## config.mk

```make
export PLATFORM = sky130hd
export DESIGN_NAME = uart_rx_packer
export DESIGN_NICKNAME = d
export VERILOG_FILES = /design/src/rtl/uart_rx_packer.sv
export SDC_FILE = /design/constraint.sdc
export NUM_CORES = 1
export LEC_CHECK = 0
export ABC_CLOCK_PERIOD_IN_PS = 2180
export BUFFER_PORTS_ARGS = -buffer_cell sky130_fd_sc_hd__clkbuf_2
export CAP_MARGIN = 5
export CORE_UTILIZATION = 52
export DETAILED_ROUTE_END_ITERATION = 6
export GPL_TIMING_DRIVEN = 0
export PLACE_DENSITY = 0.74
export SYNTH_ARGS = -nofsm -noshare
export SYNTH_HDL_FRONTEND = slang
export SYNTH_SLANG_ARGS = --single-unit
```

## constraint.sdc

```tcl
create_clock -name sys_clk -period 2.18 [get_ports sys_clk]
set_input_delay 0.436 -clock sys_clk [delete_from_list [all_inputs] [get_ports sys_clk]]
set_output_delay 0.436 -clock sys_clk [all_outputs]
set_load 0.05 [all_outputs]
```

## src/rtl/uart_rx_packer.sv

```systemverilog
// 8N1 UART receiver that packs DATA_WIDTH/8 consecutive bytes into a little-endian word.
// Optional inter-byte timeout when UART_RX_TIMEOUT_EN is defined.
//
//   state        | meaning
//   -------------+------------------------------------------------------
//   ST_IDLE      | line idle, waiting for a falling edge on rxd_s
//   ST_START     | half-bit wait, confirm start bit still low
//   ST_DATA      | sample 8 data bits, one per bit period, LSB first
//   ST_STOP      | one bit period, then check stop bit
//   ST_WAIT_HIGH | framing error seen, wait for line to return high
module uart_rx_packer #(
   parameter int CLK_FREQ   = 200000000,
   parameter int UART_BPS   = 9600,
   parameter int DATA_WIDTH = 32
) (
   input  logic                  sys_clk,
   input  logic                  sys_rst,
   input  logic                  uart_rxd,
   output logic [DATA_WIDTH-1:0] word_data,
   output logic                  word_valid,
   input  logic                  word_ready,
   output logic                  frame_err,
   output logic                  overrun
);

   localparam int BAUD_CNT = CLK_FREQ / UART_BPS;
   localparam int HALF_CNT = BAUD_CNT / 2;
   localparam int NBYTES   = DATA_WIDTH / 8;
   localparam int CNT_W    = $clog2(BAUD_CNT + 1);
   localparam int IDX_W    = (NBYTES > 1) ? $clog2(NBYTES) : 1;

   localparam logic [CNT_W-1:0] BAUD_LOAD = CNT_W'(BAUD_CNT - 1);
   localparam logic [CNT_W-1:0] HALF_LOAD = CNT_W'(HALF_CNT - 1);
   localparam logic [IDX_W-1:0] LAST_IDX  = IDX_W'(NBYTES - 1);

   typedef enum logic [2:0] {
      ST_IDLE,
      ST_START,
      ST_DATA,
      ST_STOP,
      ST_WAIT_HIGH
   } state_t;

   state_t                state_q, state_d;
   logic                  rxd_m, rxd_s, rxd_prev;
   logic                  fall;
   logic [CNT_W-1:0]      cnt_q, cnt_d;
   logic                  tc;
   logic [2:0]            bit_q, bit_d;
   logic [7:0]            shift_q, shift_d;
   logic                  start_ok, byte_ok, stop_bad;
   logic [IDX_W-1:0]      byte_idx_q, byte_idx_d;
   logic [DATA_WIDTH-1:0] pack_q, word_asm;
   logic                  word_done;

   assign fall = rxd_prev & ~rxd_s;

`ifdef UART_RX_TIMEOUT_EN
   localparam int TO_CNT = 20 * BAUD_CNT;
   localparam int TO_W   = $clog2(TO_CNT + 1);
   localparam logic [TO_W-1:0] TO_LOAD = TO_W'(TO_CNT - 1);

   logic [TO_W-1:0] to_cnt_q;
   logic            to_active_q;
   logic            to_expire;

   assign to_expire = to_active_q && (to_cnt_q == '0) && (byte_idx_q != '0);

   // Restarted by every accepted byte, parked once a confirmed start bit arrives.
   always_ff @(posedge sys_clk) begin
      if (sys_rst) begin
         to_cnt_q    <= '0;
         to_active_q <= 1'b0;
      end else if (byte_ok) begin
         to_cnt_q    <= TO_LOAD;
         to_active_q <= 1'b1;
      end else if (start_ok || to_expire) begin
         to_active_q <= 1'b0;
      end else if (to_active_q && (to_cnt_q != '0)) begin
         to_cnt_q <= to_cnt_q - 1'b1;
      end
   end
`endif

   always_comb begin
      state_d  = state_q;
      cnt_d    = cnt_q;
      bit_d    = bit_q;
      shift_d  = shift_q;
      start_ok = 1'b0;
      byte_ok  = 1'b0;
      stop_bad = 1'b0;
      tc       = (cnt_q == '0);
      case (state_q)
         ST_IDLE: begin
            if (fall) begin
               state_d = ST_START;
               cnt_d   = HALF_LOAD;
               bit_d   = '0;
            end
         end
         ST_START: begin
            if (!tc) begin
               cnt_d = cnt_q - 1'b1;
            end else if (!rxd_s) begin
               state_d  = ST_DATA;
               cnt_d    = BAUD_LOAD;
               start_ok = 1'b1;
            end else begin
               state_d = ST_IDLE;
            end
         end
         ST_DATA: begin
            if (!tc) begin
               cnt_d = cnt_q - 1'b1;
            end else begin
               shift_d = {rxd_s, shift_q[7:1]};
               cnt_d   = BAUD_LOAD;
               if (bit_q == 3'd7) state_d = ST_STOP;
               else               bit_d   = bit_q + 3'd1;
            end
         end
         ST_STOP: begin
            if (!tc) begin
               cnt_d = cnt_q - 1'b1;
            end else if (rxd_s) begin
               byte_ok = 1'b1;
               state_d = ST_IDLE;
            end else begin
               stop_bad = 1'b1;
               state_d  = ST_WAIT_HIGH;
            end
         end
         ST_WAIT_HIGH: begin
            if (rxd_s) state_d = ST_IDLE;
         end
         default: state_d = ST_IDLE;
      endcase
   end

   // The completed word is assembled combinationally so it can be loaded on the stop-sample edge.
   always_comb begin
      word_asm = pack_q;
      word_asm[{byte_idx_q, 3'b000} +: 8] = shift_q;
      word_done  = byte_ok && (byte_idx_q == LAST_IDX);
      byte_idx_d = byte_idx_q;
      if (byte_ok) begin
         byte_idx_d = word_done ? '0 : byte_idx_q + 1'b1;
      end
`ifdef UART_RX_TIMEOUT_EN
      else if (to_expire) begin
         byte_idx_d = '0;
      end
`endif
   end

   always_ff @(posedge sys_clk) begin
      if (sys_rst) begin
         rxd_m      <= 1'b1;
         rxd_s      <= 1'b1;
         rxd_prev   <= 1'b1;
         state_q    <= ST_IDLE;
         cnt_q      <= '0;
         bit_q      <= '0;
         shift_q    <= '0;
         byte_idx_q <= '0;
         pack_q     <= '0;
         word_data  <= '0;
         word_valid <= 1'b0;
         frame_err  <= 1'b0;
         overrun    <= 1'b0;
      end else begin
         rxd_m      <= uart_rxd;
         rxd_s      <= rxd_m;
         rxd_prev   <= rxd_s;
         state_q    <= state_d;
         cnt_q      <= cnt_d;
         bit_q      <= bit_d;
         shift_q    <= shift_d;
         byte_idx_q <= byte_idx_d;
         if (byte_ok) pack_q <= word_asm;
         frame_err <= stop_bad;
         overrun   <= 1'b0;
         if (word_done) begin
            if (!word_valid || word_ready) begin
               word_data  <= word_asm;
               word_valid <= 1'b1;
            end else begin
               overrun <= 1'b1;
            end
         end else if (word_valid && word_ready) begin
            word_valid <= 1'b0;
         end
      end
   end

endmodule

```

==> results of run 1 <==
[repair_timing]
action / 4_1_cts / 5_1_grt
resized for setup: 15 / 17
setup endpoints to repair: 88 / 71
cloned: 1 / 1
setup buffers: 8 / 3
pin swaps: 2 / 4
[stage by stage]
stage	utilization (%)	setup TNS [ns]	setup slack, ns	power [mW]	hold slack, ns
2_1_floorplan	-	0	0.140	2.73	0.389
3_3_place_gp	57.7	-6.54	-0.221	2.91	0.391
3_5_place_dp	57.7	-14.21	-0.369	2.93	0.395
4_1_cts	61.7	0	0.0364	4.26	0.238
5_1_grt	62.9	-1.12	-0.0576	4.62	0.241
6_report	62.9	0	0.0357	4.41	0.247
[registers in the layout, summed over array words and instances, names as in the netlist]
register / flops
overrun: 1
byte_idx_q: 2
pack_q: 32
rxd_prev: 1
word_valid: 1
cnt_q: 15
word_data: 32
bit_q: 3
frame_err: 1
shift_q: 8
state_q: 3
rxd_s: 1
rxd_m: 1
[cells in the final DEF (no fill, tap or decap), types with 3 or more instances in the layout]
| cell | instances |
|---|---|
| clkbuf_1 | 18 |
| dfxtp_2 | 3 |
| nor2_1 | 50 |
| buf_4 | 13 |
| ha_1 | 7 |
| o21a_1 | 3 |
| inv_1 | 24 |
| nor4_1 | 8 |
| mux2i_1 | 23 |
| a21oi_1 | 61 |
| nand3_1 | 5 |
| dfxtp_1 | 98 |
| clkbuf_2 | 41 |
| o31ai_1 | 11 |
| or2_2 | 5 |
| nand2_1 | 97 |
| clkbuf_8 | 9 |
| o21ai_0 | 29 |
| nand3b_1 | 13 |
| o21ai_1 | 3 |
| nand2b_1 | 4 |
| buf_2 | 7 |
| nor2b_1 | 13 |
| nor3_1 | 13 |
| or3_1 | 5 |
| a211oi_2 | 11 |
[worst register-to-register path, cell delays in order (launching register included)]
cell	delay, ns
dfxtp_2	0.34
inv_2	0.07
ha_4	0.15
or4b_4	0.49
buf_4	0.17
or3_4	0.35
o311ai_4	0.27
o21ai_1	0.10
a21oi_1	0.12
[metal layers]
| layer | GRT usage (%) | routed length (µm) | vias to the layer above |
|---|---|---|---|
| li1 | - | - | 2103 |
| met2 | 41.4 | 5420 | 159 |
| met1 | 32.4 | 5090 | 1988 |
| met5 | 0 | 0 | - |
| met4 | 10.4 | 316 | 0 |
| met3 | 4.39 | 697 | 26 |
[how the worst min path moves through the flow]
| stage | depth (start not counted) | startpoint | slack (ns) | to |
|---|---|---|---|---|
| global route | 2 | uart_rxd | 0.24 | rxd_m |
| CTS | 2 | uart_rxd | 0.24 | rxd_m |
| global placement | 1 | rxd_m | 0.39 | rxd_s |
| finish | 2 | uart_rxd | 0.25 | rxd_m |
| floorplan | 1 | rxd_m | 0.39 | rxd_s |
| detailed placement | 1 | rxd_m | 0.39 | rxd_s |
[power by group through the flow]
stage	Sequential [mW]	Clock [mW]	Combinational [mW]
after floorplan	2.03	0	0.702
after global routing	2.03	1.35	1.24
final	2.02	1.25	1.14
after CTS	2.01	1.25	0.995
after detailed placement	2.05	0	0.884
after global placement	2.05	0	0.862
[final cells by class]
class                           count  area, µm²  share of cell area [%]
Buffer                             35        203                    3.69
Clock inverter                      7       85.1                    1.55
Sequential cell                   101       2030                    36.9
Inverter                           26       97.6                    1.78
Tap cell                          108        135                    2.46
Multi-Input combinational cell    408       2490                    45.4
Timing Repair Buffer               51        325                    5.93
Clock buffer                        9        124                    2.26
[cells by family (layout without fill, tap and decap cells)]
family | Yosys count | in the layout | share of synthesized area, %
and+or+nand+nor | 237 | 237 | 25.3
muxes | 24 | 24 | 5.11
buffers and inverters | 61 | 128 | 5.93
DFF | 101 | 101 | 43.0
AOI/OAI and AO/OA | 139 | 139 | 18.6
adders and majority gates | 8 | 8 | 2.13
==> impl_metrics.yaml, run 1 <==
critical_path:
  critical_path.startpoint: "cnt_q[1]"
  cp.required_ns: 2.46
  critPathArrivalTime_ns: 2.43
  cpPeakStageDelay_ns: 0.49
  crit_buf_inv: 2
  worstReg2RegStart: "cnt_q[1]"
  crit_family: "simple AND/OR/NAND/NOR gates"
  endpoint_kind: "flop"
  reg2reg_setup_slack_ns: 0.04
  reg2reg_depth: 8
  crit_slowest_cell: "or4b_4"
  timing.rr.end: "cnt_q[5]"
  cp_max_fo: 4
  start_kind: "flop"
  worst-path-stages: 8
  path_class: "flop to flop"
  critPathCapture: "cnt_q[5]"
  cp_cell_sequence: "inv_2, ha_4, or4b_4, buf_4, or3_4, o311ai_4, o21ai_1, a21oi_1"
clock_tree:
  cts_buffers: 9
  tritoncts: "yes"
  clk_pin_slew_worst_paths_ns: 0.11
  clkSinkCount: 101
  clock_path_buffers: 2
  clock_latency_ns: 0.37
  cts_root_buffer: "clkbuf_8"
  htree_levels: 3
  holdBufCountCts: 0
yosys:
  synth_ff_type: "dfxtp_1"
  yosysTopAreaCell: "dfxtp_1"
  ys_seq_elements: 101
  synth-edff-count: 0
  synth_top_area_share_pct: 43.0
  syn_avg_cell_area_um2: 8.26
  ys_types: 56
  yosys_warnings: 0
  yosys-top-cells-count: "101 x dfxtp_1, 97 x nand2_1, 62 x a21oi_1"
  yosysSeqAreaShare_pct: 43.0
  syn-num-nets: 582
  syn_inst: 570
  async_flop_share_pct: 0
  synth.most_common_cell: "dfxtp_1"
  yosys-top-cells-area: "dfxtp_1 43%, nand2_1 7.7%, a21oi_1 6.6%"
  netlist_area_um2: 4710
sta:
  setup_viol: 0
  fin_crit_sh_pct: 98.4
  skew_ns: 0.0169
  slew_headroom_pct: 54.4
  grt_setup_unrepaired: "true"
  worstMarginPinSlew_ns: 0.684
  fin_crit_ns: 2.14
  slew_viol_final: 0
  hold_viol: 0
  fmax_mhz: 466
final_layout:
  areaGrowthSynthToFinish_pct: 16.6
  fill_cells: 747
  nNetsFinal: 644
  final_area_um2: 5490
  layout-drive-gt1-share_pct: 19.6
  antenna_cells: 0
  instances_no_fill: 745
global_routing:
  track_usage_pct: 25.1
  grt_pass1_wl_mm: 19.1
  grt_pass1_vias: 3945
  overflow: 0
  antenna_found_initial: 0
  grt_start_max_net_pins: 19
die:
  dieHeight_um: 97.1
  die_w_um: 97.1
  die_area_um2: 9430
  placementRows: 34
  core_um2: 8720
  start_util_pct: 54.0
  ios: 39
drt:
  firstDrtPassIters: 5
  drc: 0
  routed_via_density: 5.74
  drt-total-wl_mm: 11.5
  wire_per_inst_um: 15.5
  detail_route.iter0.violations: 219
  antenna_left: 0
  vias: 4276
place:
  dp_cells: 716
  placed_area_um2: 5030
  portBuffers: 38
  hpwl_mm: 7.91
  gp_congestion: 0.899
power:
  p_sw_share_pct: 33.6
  vdd_drop_max_mv: 0.607
  power_frac_clock_pct: 28.3
  p_sw_mw: 1.48
  powerDensity_nw_per_um2: 803
  leakagePower_nw: 1.93
  seq_power_share_pct: 45.8
  comb_power_share_pct: 25.9
  intPower_mw: 2.92
min_path:
  hold_path.class: "input pin to flop"
run:
  maxCapViolations: 0
outcome:
  outcome: "completed"
Power figures use the tool's default switching activity.
==> inputs of run 2 (changes only) <==
Settings changed: ABC_CLOCK_PERIOD_IN_PS 2180 to 2520, PLACE_DENSITY 0.74 to 0.71.
Clock period 2.18 ns to 2.52 ns, I/O delays scaled along.
==> impl_metrics.yaml, run 2 (synthesis gave the netlist of run 1 again) <==
power:
  intPower_mw: 2.35
  p_sw_mw: 1.19
  seq_power_share_pct: 49.4
  p_sw_share_pct: 33.6
  power_frac_clock_pct: 27.7
  powerDensity_nw_per_um2: 675
  comb_power_share_pct: 22.9
  vdd_drop_max_mv: 0.277
  leakagePower_nw: 1.81
die:
  ios: 39
  dieHeight_um: 97.1
  die_w_um: 97.1
  core_um2: 8720
  die_area_um2: 9430
  placementRows: 34
  start_util_pct: 54.0
clock_tree:
  clk_pin_slew_worst_paths_ns: 0.10
  clock_path_buffers: 2
  cts_root_buffer: "clkbuf_8"
  cts_buffers: 9
  htree_levels: 3
  tritoncts: "yes"
  clock_latency_ns: 0.36
  cts_setup_buffers: 0
  clkSinkCount: 101
drt:
  drt-total-wl_mm: 11.6
  detail_route.iter0.violations: 180
  drc: 0
  antenna_left: 0
  routed_via_density: 5.72
  firstDrtPassIters: 5
  vias: 4188
  wire_per_inst_um: 15.8
global_routing:
  grt_pass1_wl_mm: 18.7
  grt_start_max_net_pins: 18
  track_usage_pct: 24.4
  antenna_found_initial: 0
  overflow: 0
  grt_pass1_vias: 3934
critical_path:
  start_kind: "flop"
  timing.rr.end: "word_data[0]"
  critPathArrivalTime_ns: 2.61
  crit_buf_inv: 3
  crit_family: "simple AND/OR/NAND/NOR gates"
  reg2reg_setup_slack_ns: 0.13
  endpoint_kind: "flop"
  crit_slowest_cell: "dfxtp_1"
  cp_cell_sequence: "inv_1, ha_1, nor4b_4, and4_1, buf_4, nand4b_2, clkbuf_2, nand3b_1, o31ai_1"
  reg2reg_depth: 9
  cp_max_fo: 10
  cpPeakStageDelay_ns: 0.34
  cp.required_ns: 2.75
  path_class: "flop to flop"
  worstReg2RegStart: "cnt_q[0]"
sta:
  hold_viol: 0
  fmax_mhz: 419
  setup_tns_ns: 0
  skew_ns: 0.0125
  fin_crit_ns: 2.39
  fin_crit_sh_pct: 94.7
  grt_setup_unrepaired: "false"
  worstMarginPinSlew_ns: 0.708
  setup_viol: 0
  slew_headroom_pct: 52.8
  timing.hold.ws_ns: 0.317
  slew_viol_final: 0
min_path:
  hold_path.class: "input pin to flop"
  hold_depth: 2
  hold_path_end: "rxd_m"
  holdCritStartpoint: "uart_rxd"
final_layout:
  regArea_um2: 2020
  mostFrequentLayoutCells: "101 x dfxtp_1, 97 x nand2_1, 62 x a21oi_1, 51 x nor2_1, 40 x clkbuf_2"
  antenna_cells: 0
  fill_cells: 824
  areaGrowthSynthToFinish_pct: 11.2
  reg_top3: "pack_q: 32 flops, word_data: 32 flops, cnt_q: 15 flops"
  final_common_cell: "dfxtp_1"
  nNetsFinal: 631
  layout-drive-gt1-share_pct: 15.4
  multiInputGateArea_um2: 2420
place:
  portBuffers: 38
  hpwl_mm: 8.23
  gp_congestion: 0.889
run:
  maxCapViolations: 0
outcome:
  outcome: "completed"
run 2: changes by cell type in the layout (fill, tap and decap cells not counted), moves of 2 or more:
cell,delta
buf_12,-2
buf_4,-10
clkbuf_1,+3
dfxtp_1,+3
dfxtp_2,-3
inv_1,+2
inv_2,-2
run 2: area by class of cell:
cell class,count,area share [%]
Buffer,35,3.56
Clock buffer,11,2.70
Clock inverter,5,0.837
Inverter,26,1.86
Multi-Input combinational cell,408,46.2
Sequential cell,101,38.6
Tap cell,108,2.58
Timing Repair Buffer,38,3.63
run 2: how the worst max path moves through the flow:
stage               startpoint            to  cells past startpoint
floorplan             cnt_q[0]    pack_q[24]                      9
global placement      cnt_q[0]  word_data[3]                      9
detailed placement    cnt_q[0]  word_data[0]                      9
CTS                   cnt_q[0]  word_data[0]                      9
global route          cnt_q[0]  word_data[5]                      8
finish                cnt_q[0]  word_data[0]                      9
run 2: worst register-to-register path, cell delays in order (launching register included):
cell and delay, ns:
dfxtp_1 0.34, inv_1 0.09, ha_1 0.26, nor4b_4 0.32, and4_1 0.27, buf_4 0.19, nand4b_2 0.29, clkbuf_2 0.30
nand3b_1 0.13, o31ai_1 0.08
run 2: repair_timing:
action / CTS / global route
resized for setup: 0 / 8
endpoints found under the setup margin: 0 / 37
hold buffers: 0 / 0
run 2: routing by layer:
| metal | GRT usage [%] | wire length (µm) | up-vias |
|---|---|---|---|
| met5 | 0 | 0 | - |
| met4 | 9.07 | 226 | 0 |
| met3 | 3.09 | 514 | 19 |
| met2 | 41.1 | 5520 | 114 |
| met1 | 32.1 | 5300 | 1990 |
| li1 | - | - | 2065 |
run 2: stage by stage:
stage	setup slack (ns)	instances	power [mW]	util [%]	area (µm²)
floorplan	0.480	570	2.36	-	4710
global placement	0.159	716	2.52	57.7	5030
detailed placement	0.0530	716	2.55	57.7	5030
CTS	0.0167	732	3.52	59.8	5220
global route	0.00862	732	3.70	60.0	5240
finish	0.134	732	3.53	60.0	5240
run 2: power groups by stage:
stage | clock (mW) | combinational [mW] | sequential [mW]
floorplan | 0 | 0.608 | 1.75
global placement | 0 | 0.754 | 1.77
finish | 0.980 | 0.809 | 1.74
CTS | 0.999 | 0.783 | 1.74
detailed placement | 0 | 0.776 | 1.78
global route | 1.07 | 0.876 | 1.75
